$ cat config.mk
export PLATFORM = sky130hd
export DESIGN_NAME = pwm_multi
export DESIGN_NICKNAME = d
export VERILOG_FILES = /design/src/rtl/pwm_pkg.sv /design/src/rtl/pwm_chan.sv /design/src/rtl/pwm_multi.sv
export SDC_FILE = /design/constraint.sdc
export NUM_CORES = 1
export LEC_CHECK = 0
export ABC_CLOCK_PERIOD_IN_PS = 2290
export BUFFER_PORTS_ARGS = -buffer_cell sky130_fd_sc_hd__buf_2
export CORE_ASPECT_RATIO = 1.1
export CORE_UTILIZATION = 45
export DETAILED_ROUTE_END_ITERATION = 7
export PLACE_DENSITY = 0.7
export SYNTH_ARGS = -nofsm -noshare
export SYNTH_HDL_FRONTEND = slang
export SYNTH_SLANG_ARGS = --single-unit
$ cat constraint.sdc
create_clock -name clk -period 2.29 [get_ports clk]
set_clock_uncertainty 0.2 [all_clocks]
set_input_delay 0.687 -clock clk [delete_from_list [all_inputs] [get_ports clk]]
set_output_delay 0.687 -clock clk [all_outputs]
set_load 0.05 [all_outputs]
$ cat src/rtl/pwm_pkg.sv
// Shared default constants for the multi-channel PWM generator.
// Firmware pwm.h carries the same values; keep the two in step.
package pwm_pkg;

  localparam int PWM_NUM_CH    = 2;
  localparam int PWM_DUTY_W    = 8;
  localparam int PWM_PERIOD    = 400000;  // clock cycles per PWM period
  localparam int PWM_MIN_WIDTH = 200000;  // 50 % floor on high time
  localparam int PWM_MAX_WIDTH = 360000;  // 90 % ceiling on high time
  localparam int PWM_RAMP_STEP = 4000;    // max high-time change per period

endpackage

$ cat src/rtl/pwm_chan.sv
// One PWM channel: duty-to-width conversion, clamp, optional slew limit,
// period-boundary latching of the applied width and enable, and the
// registered output compare.
// Optional feature macro: PWM_RAMP_EN (slew-limit applied width changes).
module pwm_chan
  import pwm_pkg::*;
#(
  parameter int DUTY_W    = PWM_DUTY_W,
  parameter int PERIOD    = PWM_PERIOD,
  parameter int MIN_WIDTH = PWM_MIN_WIDTH,
  parameter int MAX_WIDTH = PWM_MAX_WIDTH,
  parameter int RAMP_STEP = PWM_RAMP_STEP,
  parameter int CW        = $clog2(PWM_PERIOD)
) (
  input  logic              clk,
  input  logic              rst_n,
  input  logic [DUTY_W-1:0] duty,
  input  logic              enable,
  input  logic [CW-1:0]     count,
  input  logic              boundary,
  output logic              pwm
);

  // Widths are one bit wider than the counter so a width equal to PERIOD
  // still fits when PERIOD is a power of two.
  localparam int AW = CW + 1;
  localparam int PW = DUTY_W + CW + 1;
  localparam logic [AW-1:0] MIN_C = AW'(MIN_WIDTH);
  localparam logic [AW-1:0] MAX_C = AW'(MAX_WIDTH);

  if (RAMP_STEP < 1) begin : g_bad_step
    $error("pwm_chan: RAMP_STEP must be at least 1");
  end

  logic [PW-1:0] product;
  logic [AW-1:0] raw;
  logic [AW-1:0] target;
  logic [AW-1:0] applied;
  logic [AW-1:0] applied_next;
  logic          en_q;

  // Scale the duty code to a high time in cycles and clamp it.
  always_comb begin
    product = PW'(duty) * PW'(PERIOD);
    raw     = AW'(product >> DUTY_W);
    if (raw < MIN_C)
      target = MIN_C;
    else if (raw > MAX_C)
      target = MAX_C;
    else
      target = raw;
  end

`ifdef PWM_RAMP_EN
  localparam int            STEP_I = (RAMP_STEP > PERIOD) ? PERIOD : RAMP_STEP;
  localparam logic [AW-1:0] STEP_C = AW'(STEP_I);

  // Move toward the target by at most one step; differences are taken
  // larger-minus-smaller so nothing wraps.
  always_comb begin
    applied_next = target;
    if (target > applied) begin
      if ((target - applied) > STEP_C)
        applied_next = applied + STEP_C;
    end else if ((applied - target) > STEP_C) begin
      applied_next = applied - STEP_C;
    end
  end
`else
  assign applied_next = target;
`endif

  // Latch enable and width only at the period boundary; a disabled channel
  // parks at MIN_WIDTH so re-enabling ramps up from the floor.
  always_ff @(posedge clk or negedge rst_n) begin
    if (!rst_n) begin
      applied <= MIN_C;
      en_q    <= 1'b0;
    end else if (boundary) begin
      en_q    <= enable;
      applied <= enable ? applied_next : MIN_C;
    end
  end

  // Registered compare against the shared counter.
  always_ff @(posedge clk or negedge rst_n) begin
    if (!rst_n)
      pwm <= 1'b0;
    else
      pwm <= en_q & ({1'b0, count} < applied);
  end

endmodule

$ cat src/rtl/pwm_multi.sv
// Multi-channel PWM generator top: shared period counter, period_start
// strobe and one pwm_chan per channel.
// Optional feature macro: PWM_RAMP_EN (passed through to pwm_chan).
module pwm_multi
  import pwm_pkg::*;
#(
  parameter int NUM_CH    = PWM_NUM_CH,
  parameter int DUTY_W    = PWM_DUTY_W,
  parameter int PERIOD    = PWM_PERIOD,
  parameter int MIN_WIDTH = PWM_MIN_WIDTH,
  parameter int MAX_WIDTH = PWM_MAX_WIDTH,
  parameter int RAMP_STEP = PWM_RAMP_STEP
) (
  input  logic                     clk,
  input  logic                     rst_n,
  input  logic [NUM_CH*DUTY_W-1:0] duty,
  input  logic [NUM_CH-1:0]        enable,
  output logic [NUM_CH-1:0]        pwm,
  output logic                     period_start
);

  localparam int            CW   = $clog2(PERIOD);
  localparam logic [CW-1:0] LAST = CW'(PERIOD - 1);

  if (PERIOD < 2 || MIN_WIDTH > MAX_WIDTH || MAX_WIDTH > PERIOD) begin : g_bad_params
    $error("pwm_multi: illegal PERIOD/MIN_WIDTH/MAX_WIDTH combination");
  end

  logic [CW-1:0] count;
  logic          boundary;

  assign boundary = (count == LAST);

  // Free-running period counter, 0..PERIOD-1.
  always_ff @(posedge clk or negedge rst_n) begin
    if (!rst_n)
      count <= '0;
    else if (boundary)
      count <= '0;
    else
      count <= count + 1'b1;
  end

  // One-cycle strobe aligned with count == 0.
  always_ff @(posedge clk or negedge rst_n) begin
    if (!rst_n)
      period_start <= 1'b0;
    else
      period_start <= boundary;
  end

  for (genvar i = 0; i < NUM_CH; i++) begin : g_chan
    pwm_chan #(
      .DUTY_W   (DUTY_W),
      .PERIOD   (PERIOD),
      .MIN_WIDTH(MIN_WIDTH),
      .MAX_WIDTH(MAX_WIDTH),
      .RAMP_STEP(RAMP_STEP),
      .CW       (CW)
    ) u_chan (
      .clk     (clk),
      .rst_n   (rst_n),
      .duty    (duty[i*DUTY_W +: DUTY_W]),
      .enable  (enable[i]),
      .count   (count),
      .boundary(boundary),
      .pwm     (pwm[i])
    );
  end

endmodule

Word-level counts from Yosys, hierarchy flattened
Cells that the tools add are included. W data, S select, Z words.

Word-level logic and storage cells: 27. Bits in registers: 64. Input bits: 20.

Eq/ne operators: 1. Add/subtract/negate cells: 1. Order comparisons: 6. Muxes and demuxes: 7. Multipliers: 2. Bitwise gates (word level): 2.

Operator list (number): $mux W19 (5); $lt A19 B20 Y1 (2); $mul A8 B12 Y20 const B (2); $mux W20 (2); $gt A19 B19 Y1 const B (2); $lt A19 B18 Y1 const B (2); $add A19 B1 Y19 const B (1); $eq A19 B19 Y1 const B (1); $and A1 B1 Y1 (2).

Longest topological paths before layout
Word-level depth: 5. Mapped depth: 17. Mapped depth without buffers: 15.

Modules after synthesis
Synthesis repeated with hierarchy kept, for this count alone.

Cell total of the unflattened synthesis: 749. Area total of the unflattened synthesis: 7269.5 um^2.

Modules (own cells, without submodules): pwm_chan (g_chan[0].u_chan) (cells each 327, instances 1, area each 3239.4 um^2); pwm_chan (g_chan[1].u_chan) (cells each 332, instances 1, area each 3060.4 um^2); pwm_multi (cells each 90, instances 1, area each 969.7 um^2).

Worst setup path after synthesis
Ideal clock, no wire load.

Path kind: in2reg. From: input duty[2]. To: register g_chan[0].u_chan.applied[12]. Setup slack: -2.523 ns. Arrival time: 4.481 ns. Path buffers: 1. Stages on the path: 15. Path through: ha_1 ha_1 inv_1 fa_1 inv_1 fa_1 ha_1 nand4_1 a211oi_2 nor2_4 xnor2_1 or3_1 o311ai_4 buf_4 o22ai_1.

Word-level cells in the longest chain between the ends: 5. Elaborated cells on any way between the ends: 6. Classes of those cells: mul: 1; order compare: 2; mux: 3.

RTL lines: start: declaration (line pwm_multi.sv:16) `input logic [NUM_CH*DUTY_W-1:0] duty,`; $mul A8 B12 Y20 * (line pwm_chan.sv:44) `product = PW'(duty) * PW'(PERIOD);`; $gt A19 B19 Y1 (line pwm_chan.sv:48) `else if (raw > MAX_C)`; $mux W19 (line pwm_chan.sv:48); $mux W19 * (line pwm_chan.sv:46) `if (raw < MIN_C)`; $mux W20 * (line pwm_chan.sv:81) `applied <= enable ? applied_next : MIN_C;`; end signal: assignment (line pwm_chan.sv:81); end: declaration (line pwm_chan.sv:38) `logic [AW-1:0] applied;`.

Mark *: on every way between the ends. The rest lies on a longest branch, timed or not. A chain may end at the register's enable or synchronous reset.

Worst setup path in the final report
From: input duty[11]. To: register g_chan[1].u_chan.applied[8].

Word-level cells in the longest chain between the ends: 5. Elaborated cells on any way between the ends: 6. Classes of those cells: mul: 1; order compare: 2; mux: 3.

RTL lines (line): $mul A8 B12 Y20 * (pwm_chan.sv:44); $gt A19 B19 Y1 (pwm_chan.sv:48); $mux W19 (pwm_chan.sv:48); $mux W19 * (pwm_chan.sv:46); $mux W20 * (pwm_chan.sv:81); end signal: assignment (pwm_chan.sv:81); end: declaration (pwm_chan.sv:38).

Marked as above.

==> implementation parameters <==
Parameter                              Value

Die
  Floorplan die area    16,250 um^2
  Horizontal die dimension    approximately 120 um
  Std-Cell Core Area    15,230 um^2
  Number of standard-cell rows in the floorplan    47
  I/O pin cnt    23
  Die outline height    133.6 um
  Initial core utilization    between 40% and 50%

Cells and area
  Layout cells sized above 1    about 42%
  Antenna fix cells    0
  # nets final    1,178
  Area growth from synthesis to layout    46.65%
  Commonest non-fill, non-tap cell in the layout    sky130_fd_sc_hd__buf_4
  Commonest cells after routing, fill and taps aside    205 x sky130_fd_sc_hd__buf_4, 112 x sky130_fd_sc_hd__ha_1, 71 x sky130_fd_sc_hd__inv_1, 50 x sky130_fd_sc_hd__dfrtp_1, 43 x sky130_fd_sc_hd__nand2_1
  Core occupancy in the finished layout    68.20%
  Filler cell count in the final layout    between 1,000 and 1,500
  Final instance area    10,390 um^2

CTS
  Total clock sinks    62
  CTS tree    yes
  Clock input transition at the sequential cells of the worst setup and hold paths    approximately 50 ps
  Clock root buffer master    sky130_fd_sc_hd__clkbuf_16
  Largest buffer count on any clock path    2
  Hold bufs inserted after CTS    0
  Clk Latency, worst-skew pair    approximately 330 ps
  CTS H-tree lvls    3
  Num CTS Buffers    9

Synthesis
  Mapped Cells    755
  Cells taking the most area after synthesis    sky130_fd_sc_hd__ha_1 25%, sky130_fd_sc_hd__dfrtp_1 18%, sky130_fd_sc_hd__fa_1 6.8%, sky130_fd_sc_hd__dfstp_2 4.5%, sky130_fd_sc_hd__inv_1 4.0%
  Dominant synthesized flop cell    sky130_fd_sc_hd__dfrtp_1
  Count of state elements after synthesis    between 60 and 70
  Yosys top cell area share    between 20 and 30%
  Post-Syn Area per Cell    around 9.4 um^2
  Number of synthesized flops with an enable pin    0
  Cell taking the most area after synthesis    sky130_fd_sc_hd__ha_1
  Syn. warnings    0
  Post-synthesis instance area    7083 um^2
  Synth Net Count    942
  Number of library cell types mapped by synthesis    78
  Sequential share of the synthesized area    22.12%
  Share of async-settable or async-resettable flops after synthesis    100.0%

Placement
  Post-Place Cell Area    9196 um^2
  RD Place Congestion    0.9100
  Buffers on Ports    22
  Placed wire-length estimate after detailed placement    14.96 mm

Worst setup path
  Setup crit end kind    flop
  Worst reg2reg startpoint    count[1]
  Startpoint types    input pin
  Critical path fanouts, max    5
  Startpoint-to-endpoint class of the critical path    in -> reg
  Setup slack, reg-to-reg    -230 ps
  Worst Reg2Reg Path Length in Cells    9
  Capture instance of the worst register-to-register path    g_chan[1].u_chan.applied[3]
  Required arrival time at the worst endpoint    2350 ps
  Crit path DAT    4710 ps

Global routing
  Wire length of the first global-routing pass    roughly 33 mm
  Met3 track demand over resource in global routing    2.526%
  Met1 Use GR    26.56%
  Global routing usage summed across all routing layers    25.24%
  Most congested layer reported by global routing    met2
  Maximum number of pins on one net before global-route repair    32
  Global route total overflow    0
  Number of antenna violations at the first check in global routing    0
  Met2 layer usage reported by global route    49.87%
  Via count of the first global-routing pass    7,158

Detailed routing
  DRC violations left    0
  Routed Antenna Nets    0
  Post-DR wirelength/cell    17.13 um
  Via count    6,742
  First DRT Iteration DRCs    311
  Pre-Repair DR Iteration Count    5
  Average via count per standard cell    5.656
  Post-detailed-routing wire length    between 20 and 25 mm

STA
  Min cycle time layout    4646 ps
  Max-slew headroom at the worst pin    67.29%
  Worst-case hold slack    108.4 ps
  Setup-failing EPs final    40
  Least-Margin Pin Slew    about 480 ps
  Final period util    202.9%
  Post-Route Setup TNS    -83,460 ps
  Count of endpoints failing hold in the final timing report    0
  Count of pins over their slew limit    0
  RSZ-0062 raised after global routing    yes
  Worst setup margin    -2356 ps
  Highest clock frequency the design can meet    215.3 MHz

Hold path
  Path type of the worst min-delay path    in -> async

Power
  Total design power    8.157 mW
  Pwr per Cell Area    785.3 nW/um^2
  Maximum resistive drop on vdd    0.5579 mV
  Leakage dissipation    between 5 and 6 nW

Status
  Violated checks    negative setup slack
  Run status    complete, but fails checks

Job
  Max-cap violations    0
[Yosys cell counts, drive strengths merged, types with 10 or more instances]
library cell  instances
nand4                10
ha                  143
nor2                 48
inv                  76
nand2                46
dfrtp                50
buf                  10
clkbuf               10
dfstp                12
o31ai                11
a21oi                46
o21ai                31
xnor2                15
nand3                15
xor2                 22
nor3                 16
fa                   24
a21o                 23
[critical path, stage by stage]
cell	delay (ps)
sky130_fd_sc_hd__buf_8	100
sky130_fd_sc_hd__ha_4	240
sky130_fd_sc_hd__fa_2	580
sky130_fd_sc_hd__fa_2	460
sky130_fd_sc_hd__ha_4	310
sky130_fd_sc_hd__ha_4	210
sky130_fd_sc_hd__o211ai_1	300
sky130_fd_sc_hd__a21oi_1	150
sky130_fd_sc_hd__a221oi_2	270
sky130_fd_sc_hd__xor2_1	200
sky130_fd_sc_hd__o21ai_1	100
sky130_fd_sc_hd__or4_4	560
sky130_fd_sc_hd__buf_6	160
sky130_fd_sc_hd__a221o_1	300
sky130_fd_sc_hd__o21ai_1	80
[how the worst max path moves through the flow]
stage	startpoint	endpoint	slack, ps	cells past startpoint
2_1_floorplan	duty[14]	g_chan[1].u_chan.applied[15]	-2390	17
3_3_place_gp	duty[10]	g_chan[1].u_chan.applied[15]	-2660	16
3_5_place_dp	duty[10]	g_chan[1].u_chan.applied[1]	-2760	16
4_1_cts	duty[12]	g_chan[1].u_chan.applied[13]	-2270	17
5_1_grt	duty[11]	g_chan[1].u_chan.applied[8]	-2440	15
6_report	duty[11]	g_chan[1].u_chan.applied[8]	-2360	15
[cells by family after synthesis]
family | after synthesis | share of synthesized area, %
AO/OA/AOI/OAI | 197 | 20.92
AND/OR/NAND/NOR | 194 | 14.38
adder cells (fa/ha/maj) | 167 | 32.04
buffers and inverters | 96 | 5.582
flip-flops | 62 | 22.12
XOR/XNOR | 37 | 4.681
multiplexers | 2 | 0.2826
[cell type report]
cell class / count / area [um^2] / area share (%)
well taps: 196 / 245.2 / 2.361
repair buffers: 244 / 1939 / 18.67
multi-input cells: 598 / 6033 / 58.08
clock inverters: 5 / 57.56 / 0.5541
flip-flops and latches: 62 / 1567 / 15.08
inverters: 76 / 292.8 / 2.819
clock buffers: 11 / 252.7 / 2.433
[sequential cells by signal, summed over array words and instances, names as in the netlist]
| register | cells |
|---|---|
| g_chan.u_chan.applied | 38 |
| count | 19 |
| g_chan.u_chan.en_q | 2 |
| g_chan.u_chan.pwm | 2 |
| period_start | 1 |
[routing by layer]
layer | vias to the layer above | routed length, um
li1 | 3246 | -
met1 | 3297 | 7870
met2 | 141 | 11240
met3 | 58 | 480
met4 | 0 | 828
met5 | - | 0
[per-stage QoR]
stage / setup slack, ps / cells
after floorplan: -2390 / 755
after global placement: -2659 / 1145
after detailed placement: -2762 / 1145
after CTS: -2275 / 1187
after global routing: -2444 / 1192
final: -2356 / 1192
[repair_timing]
item,in CTS,in global routing
pin swaps,42,58
setup buffers,25,9
hold endpoints to repair,0,0
endpoints found under the setup margin,41,41
cloned,1,1
resized for setup,64,74
[where the power goes]
group	internal, mW	switching, mW	total [mW]	leakage [nW]
logic	2.90	2.75	5.65	4.32
registers	1.10	0.00124	1.10	0.679
clock network	0.899	0.509	1.41	0.144
total	4.90	3.26	8.16	5.14
No activity file was read; power rests on OpenSTA's default activity.
